--- src/rtl/qpsk_pkg.sv ---
// Shared constants, waveform table and types for the QPSK symbol sequencer.
package qpsk_pkg;

    localparam int SAMPLE_W = 9;
    localparam int SYM_W    = 2;

    localparam logic [SAMPLE_W-1:0] IDLE_LEVEL = 9'd141;

    // One period of the waveform for symbol 01 (-cos +sin); the other three
    // symbols are the same period started at a different index.
    localparam logic [SAMPLE_W-1:0] BASE_TABLE [16] = '{
        9'd41,  9'd87,  9'd141, 9'd195, 9'd241, 9'd272, 9'd282, 9'd272,
        9'd241, 9'd195, 9'd141, 9'd87,  9'd41,  9'd10,  9'd0,   9'd10
    };

    typedef enum logic {
        IDLE = 1'b0,
        RUN  = 1'b1
    } state_t;

    // Table start index for a symbol: a quarter-period shift per step.
    function automatic logic [3:0] rot_offset(input logic [SYM_W-1:0] sym);
        logic [3:0] d;
        case (sym)
            2'b01:   d = 4'd0;
            2'b11:   d = 4'd4;
            2'b10:   d = 4'd8;
            default: d = 4'd12;
        endcase
        return d;
    endfunction

endpackage

--- src/rtl/qpsk_sym_fifo.sv ---
// Synchronous symbol FIFO; full/empty come from the registered count.
module qpsk_sym_fifo #(
    parameter int DEPTH = 4,
    parameter int WIDTH = 2
) (
    input  logic                     clk,
    input  logic                     rst,
    input  logic                     push_i,
    input  logic [WIDTH-1:0]         data_i,
    input  logic                     pop_i,
    output logic [WIDTH-1:0]         data_o,
    output logic                     full_o,
    output logic                     empty_o,
    output logic [$clog2(DEPTH):0]   count_o
);

    localparam int PTR_W = $clog2(DEPTH);

    localparam logic [PTR_W-1:0] PTR_ONE  = PTR_W'(1);
    localparam logic [PTR_W:0]   CNT_ONE  = (PTR_W+1)'(1);
    localparam logic [PTR_W:0]   CNT_FULL = (PTR_W+1)'(DEPTH);

    logic [WIDTH-1:0] mem_q [DEPTH];
    logic [PTR_W-1:0] wr_ptr_q;
    logic [PTR_W-1:0] rd_ptr_q;
    logic [PTR_W:0]   count_q;
    logic             do_push;
    logic             do_pop;

    assign full_o  = (count_q == CNT_FULL);
    assign empty_o = (count_q == '0);
    assign count_o = count_q;
    assign data_o  = mem_q[rd_ptr_q];

    // A push is refused whenever the registered count says full, even if a
    // pop happens on the same edge.
    assign do_push = push_i && !full_o;
    assign do_pop  = pop_i && !empty_o;

    // Storage array: data only, never reset.
    always_ff @(posedge clk) begin
        if (do_push) begin
            mem_q[wr_ptr_q] <= data_i;
        end
    end

    // Pointer and occupancy bookkeeping; reset flushes all queued symbols.
    always_ff @(posedge clk) begin
        if (rst) begin
            wr_ptr_q <= '0;
            rd_ptr_q <= '0;
            count_q  <= '0;
        end else begin
            if (do_push) begin
                wr_ptr_q <= wr_ptr_q + PTR_ONE;
            end
            if (do_pop) begin
                rd_ptr_q <= rd_ptr_q + PTR_ONE;
            end
            case ({do_push, do_pop})
                2'b10:   count_q <= count_q + CNT_ONE;
                2'b01:   count_q <= count_q - CNT_ONE;
                default: count_q <= count_q;
            endcase
        end
    end

endmodule

--- src/rtl/qpsk_symbol_sequencer.sv ---
// Buffers QPSK symbols and plays each one as 16 samples of a rotated
// sine-table lookup, one DAC sample per clock.
module qpsk_symbol_sequencer
    import qpsk_pkg::*;
#(
    parameter int FIFO_DEPTH = 4
) (
    input  logic                clk,
    input  logic                rst,
    input  logic [SYM_W-1:0]    sym_data,
    input  logic                sym_valid,
    output logic                sym_ready,
    output logic [SAMPLE_W-1:0] sample_out,
    output logic                sample_valid,
    output logic                sym_start,
    output logic                burst_end
);

    localparam logic [3:0] PHASE_ONE = 4'd1;

    logic [SYM_W-1:0]          fifo_head;
    logic                      fifo_full;
    logic                      fifo_empty;
    logic [$clog2(FIFO_DEPTH):0] fifo_count;
    logic                      fifo_push;
    logic                      fifo_pop;

    state_t                    state_q, state_d;
    logic [3:0]                phase_q, phase_d;
    logic [SYM_W-1:0]          cur_sym_q, cur_sym_d;
    logic [SAMPLE_W-1:0]       sample_q, sample_d;
    logic                      sample_valid_q, sample_valid_d;
    logic                      sym_start_q, sym_start_d;
    logic                      burst_end_q, burst_end_d;
    logic [3:0]                run_idx;
    logic [3:0]                head_idx;

    assign sym_ready = !fifo_full && !rst;
    assign fifo_push = sym_valid && sym_ready;

    qpsk_sym_fifo #(
        .DEPTH (FIFO_DEPTH),
        .WIDTH (SYM_W)
    ) u_fifo (
        .clk     (clk),
        .rst     (rst),
        .push_i  (fifo_push),
        .data_i  (sym_data),
        .pop_i   (fifo_pop),
        .data_o  (fifo_head),
        .full_o  (fifo_full),
        .empty_o (fifo_empty),
        .count_o (fifo_count)
    );

    // 4-bit indices wrap modulo 16 on their own.
    assign run_idx  = phase_q + rot_offset(cur_sym_q);
    assign head_idx = rot_offset(fifo_head);

    // Next-state and next-output logic; phase==0 in RUN marks a symbol boundary.
    always_comb begin
        state_d        = state_q;
        phase_d        = phase_q;
        cur_sym_d      = cur_sym_q;
        sample_d       = IDLE_LEVEL;
        sample_valid_d = 1'b0;
        sym_start_d    = 1'b0;
        burst_end_d    = 1'b0;
        fifo_pop       = 1'b0;

        if ((state_q == RUN) && (phase_q != 4'd0)) begin
            sample_d       = BASE_TABLE[run_idx];
            sample_valid_d = 1'b1;
            phase_d        = phase_q + PHASE_ONE;
        end else if (!fifo_empty) begin
            // Start a new symbol straight from the FIFO head, with no gap sample.
            fifo_pop       = 1'b1;
            cur_sym_d      = fifo_head;
            sample_d       = BASE_TABLE[head_idx];
            sample_valid_d = 1'b1;
            sym_start_d    = 1'b1;
            phase_d        = PHASE_ONE;
            state_d        = RUN;
        end else if (state_q == RUN) begin
            // Last symbol finished and nothing is waiting: close the burst.
            burst_end_d    = 1'b1;
            state_d        = IDLE;
        end
    end

    // Control state and registered outputs; reset returns to the idle level.
    always_ff @(posedge clk) begin
        if (rst) begin
            state_q        <= IDLE;
            phase_q        <= 4'd0;
            sample_q       <= IDLE_LEVEL;
            sample_valid_q <= 1'b0;
            sym_start_q    <= 1'b0;
            burst_end_q    <= 1'b0;
        end else begin
            state_q        <= state_d;
            phase_q        <= phase_d;
            sample_q       <= sample_d;
            sample_valid_q <= sample_valid_d;
            sym_start_q    <= sym_start_d;
            burst_end_q    <= burst_end_d;
        end
    end

    // Current symbol holder; only meaningful while in RUN, so it is not reset.
    always_ff @(posedge clk) begin
        cur_sym_q <= cur_sym_d;
    end

    assign sample_out   = sample_q;
    assign sample_valid = sample_valid_q;
    assign sym_start    = sym_start_q;
    assign burst_end    = burst_end_q;

endmodule

--- config.mk ---
export PLATFORM = sky130hd
export DESIGN_NAME = qpsk_symbol_sequencer
export DESIGN_NICKNAME = d
export VERILOG_FILES = /design/src/rtl/qpsk_pkg.sv /design/src/rtl/qpsk_sym_fifo.sv /design/src/rtl/qpsk_symbol_sequencer.sv
export SDC_FILE = /design/constraint.sdc
export NUM_CORES = 1
export LEC_CHECK = 0
export BUFFER_PORTS_ARGS = -buffer_cell sky130_fd_sc_hd__buf_2
export CORE_MARGIN = 8
export CORE_UTILIZATION = 57
export DETAILED_ROUTE_END_ITERATION = 8
export PLACE_DENSITY = 0.88
export REMOVE_ABC_BUFFERS = 1
export SLEW_MARGIN = 20
export SYNTH_ARGS = -nofsm -noshare
export SYNTH_HDL_FRONTEND = slang
export SYNTH_HIERARCHICAL = 1
export SYNTH_SLANG_ARGS = --single-unit
--- constraint.sdc ---
create_clock -name clk -period 3.55 [get_ports clk]
set_input_delay 0.355 -clock clk [delete_from_list [all_inputs] [get_ports clk]]
set_output_delay 0.355 -clock clk [all_outputs]
set_load 0.01 [all_outputs]
==> After elaboration in Yosys (flattened, before gate mapping) <==
Memory sizes are Yosys's and may differ from the RTL's. A register that Yosys moved wholly into a read port is not among the register bits.
Index checks and enable logic that the tools add are counted.
{ "word_totals": {"mem_bits_rw": 8, "latch_bits": 0, "output_inout_bits": 13, "ff_bits": 26, "romBits": 288, "memories": 3} }
{ "op_classes": {"n_shift": 0, "bitwise": 4, "div_mod_pow": 0, "n_mux": 19, "n_addsub": 6, "eq_ne": 10, "n_lt_le_gt_ge": 2, "multipliers": 0, "reduce_logical": 13} }
{ "mem_list": {"columns": ["name", "depth", "word_bits", "read_ports", "rd_clocked_by_memory_dff", "write_ports", "line", "text"], "rows": [
  ["(name not given)", 16, 9, 1, 0, 0, "qpsk_symbol_sequencer.sv:79", "sample_d = BASE_TABLE[head_idx];"],
  ["(name not given)", 16, 9, 1, 0, 0, "qpsk_symbol_sequencer.sv:72", "sample_d = BASE_TABLE[run_idx];"],
  ["u_fifo.mem_q", 4, 2, 1, 1, 1, "qpsk_sym_fifo.sv:23", "logic [WIDTH-1:0] mem_q [DEPTH];"]
]} }
{ "op_table": {"columns": ["op", "count"], "rows": [
  ["9-bit two-way mux", 6],
  ["4-bit case mux with 3 select lines", 2],
  ["2-bit equality test (second input constant)", 5],
  ["5-bit >= comparator (second input constant)", 2],
  ["4-bit NOT with 5-bit output", 2],
  ["4-bit two-way mux", 2],
  ["2-bit by 1-bit equality test with 1-bit output (second input constant)", 3],
  ["1-bit two-way mux", 6],
  ["3-bit case mux with 2 select lines", 1],
  ["1-bit logical AND", 5],
  ["2-bit by 1-bit adder with 2-bit output (second input constant)", 2],
  ["4-bit by 1-bit adder with 4-bit output (second input constant)", 1],
  ["4-bit adder", 1],
  ["2-bit two-way mux", 2],
  ["4-bit nonzero test", 1],
  ["3-bit by 1-bit adder with 3-bit output (second input constant)", 1],
  ["3-bit equality test (second input constant)", 1],
  ["1-bit zero test", 3],
  ["3-bit zero test", 1],
  ["3-bit OR reduction", 1],
  ["3-bit by 1-bit subtractor with 3-bit output (second input constant)", 1],
  ["2-bit by 1-bit != test with 1-bit output (second input constant)", 1],
  ["1-bit NOT", 2],
  ["2-bit AND reduction", 1],
  ["2-bit nonzero test", 1]
]} }

==> Longest topological paths before layout <==
{ "depth": {"word_depth": 8, "depth_mapped": 13, "ltp_nobuf": 13} }

==> Hierarchy <==
Netlist, hierarchy kept.
{ "modules_own_cells": {"columns": ["mod", "cells_each", "area_per_inst_um2", "n_inst"], "rows": [
  ["qpsk_symbol_sequencer", 102, 993.5, 1],
  ["qpsk_sym_fifo", 64, 770.7, 1]
]} }

==> Least setup slack after synthesis <==
OpenSTA, ideal clock, no wires.
{ "synth_timing": {"kind": "register -> register", "from": "reg phase_q[0]", "to": "reg u_fifo.count_q[2] (netlist: u_fifo/count_o[2])", "t_required_ns": 3.480, "arrival_ns": 2.640, "synth_period_minus_slack_ns": 2.710, "setup_slack_ns": 0.840, "stages_incl_launch_ff": 14, "path_cell_list": "dfxtp_1 -> inv_1 -> ha_1 -> nor3b_2 -> nor2_1 -> nor2_1 -> o31ai_2 -> inv_1 -> ha_1 -> inv_1 -> fa_1 -> xor2_1 -> or3_1 -> a21oi_1"} }
{ "synth_via": {"elab_chain_len": 6, "word_cells_on_any_way": 8, "classes_between": "2 x eq/ne; 2 x mux; 4 x reduce/logical"} }
{ "synth_rtl": {"columns": ["element", "line", "text"], "rows": [
  ["from (decl)", "qpsk_symbol_sequencer.sv:29", "logic [3:0] phase_q, phase_d;"],
  ["from (signal assigned)", "qpsk_symbol_sequencer.sv:102", "phase_q <= phase_d;"],
  ["4-bit nonzero test (*)", "qpsk_symbol_sequencer.sv:71", "if ((state_q == RUN) && (phase_q != 4'd0)) begin"],
  ["1-bit logical AND (*)", "qpsk_symbol_sequencer.sv:71", null],
  ["1-bit two-way mux (*)", "qpsk_symbol_sequencer.sv:71", null],
  ["named net fifo_pop", "qpsk_symbol_sequencer.sv:26", "logic fifo_pop;"],
  ["1-bit logical AND (*)", "qpsk_sym_fifo.sv:38", "assign do_pop = pop_i && !empty_o;"],
  ["named net u_fifo.do_pop", "qpsk_sym_fifo.sv:28", "logic do_pop;"],
  ["2-bit by 1-bit equality test with 1-bit output or 2-bit equality test (tied branches)", "qpsk_sym_fifo.sv:60", "case ({do_push, do_pop})"],
  ["3-bit case mux with 2 select lines or 2-bit nonzero test (tied branches)", null, null],
  ["to (signal assigned)", "qpsk_sym_fifo.sv:61", "2'b10: count_q <= count_q + CNT_ONE;"],
  ["to (signal assigned)", "qpsk_sym_fifo.sv:62", "2'b01: count_q <= count_q - CNT_ONE;"],
  ["to (signal assigned)", "qpsk_sym_fifo.sv:63", "default: count_q <= count_q;"],
  ["to (decl)", "qpsk_sym_fifo.sv:26", "logic [PTR_W:0] count_q;"]
]} }
Mark *: on every way through the listed nets, which the timed path passes. The rest lies on a longest branch.
A chain may end at the register's enable or synchronous reset.

==> Final worst setup path <==
Same ends and word-level chain as after synthesis.

==> results.cfg <==
[power]
p_leak_uw = 0.0007618
switching_share_pct = 39.93
p_per_area_nw_per_um2 = 725.1
clockPowerShare_pct = 14.7
p_int_uw = 833.3
p_seq_share_pct = 41.8
switchingPower_uw = 553.9
ir_drop_uv = 376.9
pwr-share-comb_pct = 43.5

[placement]
post_dp_cell_area_sq_um = 1864
gp_congestion = 0.9060
io_buffers = 17
hpwlAfterDp_mm = 2.345

[final_layout]
final-seq-area_sq_um = 820.8
n_antenna_cell = 0
layout-drive-gt1-share_pct = 20.43
final_area_sq_um = 1913
multiInputGateArea_sq_um = 857.1
n_fill_cell = 227
syn_to_final_growth_pct = 8.439
nNetsFinal = 207

[clock_tree]
cts_tree = built
cts_buffer_depth = 2
cts.htree.levels = 2
cts_setup_buffers = 0
cts_resized = 0
path_clk_slew_ps = 110
cts_buffers = 5
worstSkewPairLatency_ps = 340
cts_sinks = 36
clk_root_buffer_cell = clkbuf_4
cts_hold_buf = 0

[worst_setup_path]
worstPathArrival_ps = 3450
crit_path_start_kind = register
slowest_stage = dfxtp_1
crit_top_cell = inv_1
worstPathRequired_ps = 3810
crit_path_max_incr_delay_ps = 390
path_buf_inv = 3
cp_cell_sequence = inv_1, ha_1, nor3b_2, nor2_1, nor2_1, o31ai_2, inv_1, ha_1, inv_1, fa_1, xor2_1, or3_1, a21oi_1
crit_family = simple AND/OR/NAND/NOR gates
cp_max_fo = 7
worstSetupEndpointType = register
critPathKind = reg -> reg

[die]
die_h_um = 71.64
dieArea_sq_um = 5132
die_w_um = 71.64
rows = 20
start_util_pct = 58.75
core_sq_um = 3003
io_pins = 18

[synth]
synth_top_flop_cell = dfxtp_1
ys_ff_latch = 36
netlist_area_sq_um = 1764
synthTopCellsByArea = dfxtp_1, edfxtp_1, ha_1, nor2_1, inv_1
synth_top_area_cell = dfxtp_1
synth_cell_types = 41
async_reset_ff_share_pct = 0
avgSynthCellArea_sq_um = 10.63
syn_inst = 166
synth_enable_flop_cells = 10
synth_top_area_share_pct = 29.50
yosys_warnings = 6
seq_area_frac_synth_pct = 46.52

[drt]
drt.antenna.violating_nets = 0
first_pass_iters = 4
first_iter_violations = 104
routed_wl_mm = 3.113
num_vias = 1220
drc = 0
via_per_inst = 5.571
wl_per_cell_um = 14.21

[timing]
worst_pin_slew_ps = 614.2
skew_ps = 16.04
setup_viol = 0
hold_viol_final = 0
max_freq_mhz = 313.8
setup-tns-final_ps = 0
slew_headroom_pct = 58.85
post-route-min-period_ps = 3187
finalCritPeriodShare_pct = 89.77
rsz0062_at_grt = no
slew_violations = 0

[job]
maxCapViolations = 0

[global_route]
grt-ovfl-total = 0
grt_max_degree = 20
grt_pass1_vias = 1200
antenna_found_initial = 0
grt_pass1_wl_mm = 5.202
grt_usage_pct = 12.84

[hold_path]
hold_path.class = in -> reg

[outcome]
status = completed
==> area by class of cell <==
type,instances,area share [%]
clock buffer,7,2.354
clock inverter,1,0.1962
inverter,16,3.139
multi-input combinational,109,44.80
sequential,36,42.90
tap,33,2.158
timing repair buffer,17,4.447
==> routing by layer <==
metal / global-route usage (%) / up-vias / routed length [um]
met5: 0 / - / 0
met4: 6.349 / 0 / 57
met3: 5.021 / 7 / 135
met2: 21.66 / 26 / 1605
met1: 13.61 / 577 / 1314
li1: - / 610 / -
==> placed cells by master (no fill, tap or decap), types with 2 or more instances in the layout <==
cell type	netlist	final
dfxtp_1	26	26
nor2_1	18	18
buf_2	0	17
inv_1	16	16
ha_1	16	16
a21oi_1	10	10
edfxtp_1	10	10
and2_1	5	5
clkbuf_4	0	5
nand2b_1	4	4
nand3b_1	4	4
or3_1	4	4
o21ai_0	4	4
nand2_1	4	4
nand3_1	4	4
or2_2	3	3
mux2i_1	3	3
xor2_1	3	3
nor3b_2	2	2
xnor2_2	2	2
a31oi_1	2	2
o31ai_2	2	2
clkbuf_1	3	2
mux4_2	2	2
==> flip-flops by register name, indices dropped and copies added, names as in the netlist, 2 cells and up, named ones only <==
name / count
u_fifo/wr_ptr_q: 2
u_fifo/rd_ptr_q: 2
phase_q: 4
u_fifo/count_o: 3
u_fifo/mem_q: 8
sample_out: 9
cur_sym_q: 2
==> kinds of logic after synthesis <==
kind of cell | count (synthesis) | share of synthesized area (%)
adder cells (fa/ha/maj) | 17 | 12.48
XOR/XNOR | 6 | 3.830
buffers and inverters | 21 | 4.893
flip-flops | 36 | 46.52
AND/OR/NAND/NOR | 53 | 16.95
multiplexers | 5 | 4.255
AO/OA/AOI/OAI | 28 | 11.06
==> synthesized netlist by cell type, types with 3 or more instances <==
cell / instances
mux2i_1: 3
nand3_1: 4
nor2_1: 18
nand2b_1: 4
o21ai_0: 4
nand3b_1: 4
and2_1: 5
ha_1: 16
inv_1: 16
xor2_1: 3
nand2_1: 4
clkbuf_1: 3
or3_1: 4
dfxtp_1: 26
a21oi_1: 10
edfxtp_1: 10
or2_2: 3
==> worst register-to-register path: stages (launching register included) <==
cell     delay [ps]
dfxtp_1         390
inv_1           190
ha_1            270
nor3b_2         310
nor2_1          170
nor2_1          300
o31ai_2         140
inv_1            80
ha_1            180
inv_1            60
fa_1            370
xor2_1          160
or3_1           320
a21oi_1         160
==> power groups by stage <==
stage	Clock [uW]	Sequential, uW	Combinational, uW
floorplan	0	604	426
global placement	0	585	571
detailed placement	0	590	601
CTS	209	580	607
global route	223	590	670
finish	204	580	603
==> final timing paths <==
check | start | endpoint | slack (ps) | depth (start not counted)
hold reg to reg | u_fifo/wr_ptr_q[1]$_SDFFE_PP0P_ | u_fifo/wr_ptr_q[1]$_SDFFE_PP0P_ | 520 | 2
hold / removal | sym_data[1] | u_fifo/mem_q[0][1]$_DFFE_PP_ | 230 | 1
setup reg to reg | phase_q[0]$_SDFFE_PP0P_ | u_fifo/count_o[2]$_SDFFE_PP0P_ | 360 | 13
setup / recovery | phase_q[0]$_SDFFE_PP0P_ | u_fifo/count_o[2]$_SDFFE_PP0P_ | 360 | 13
==> per-stage QoR <==
stage | setup slack, ps | power, uW | cells | util, % | hold slack, ps
after floorplan | 840.2 | 1030 | 161 | - | 424.1
after global placement | 675.0 | 1157 | 211 | 62.08 | 475.6
after detailed placement | 424.9 | 1191 | 211 | 62.08 | 514.2
after CTS | 395.3 | 1396 | 219 | 63.71 | 224.7
after global routing | 97.24 | 1483 | 219 | 63.71 | 209.9
final | 363.1 | 1387 | 219 | 63.71 | 230.6
Note: power is estimated with default switching activity, not from simulation.
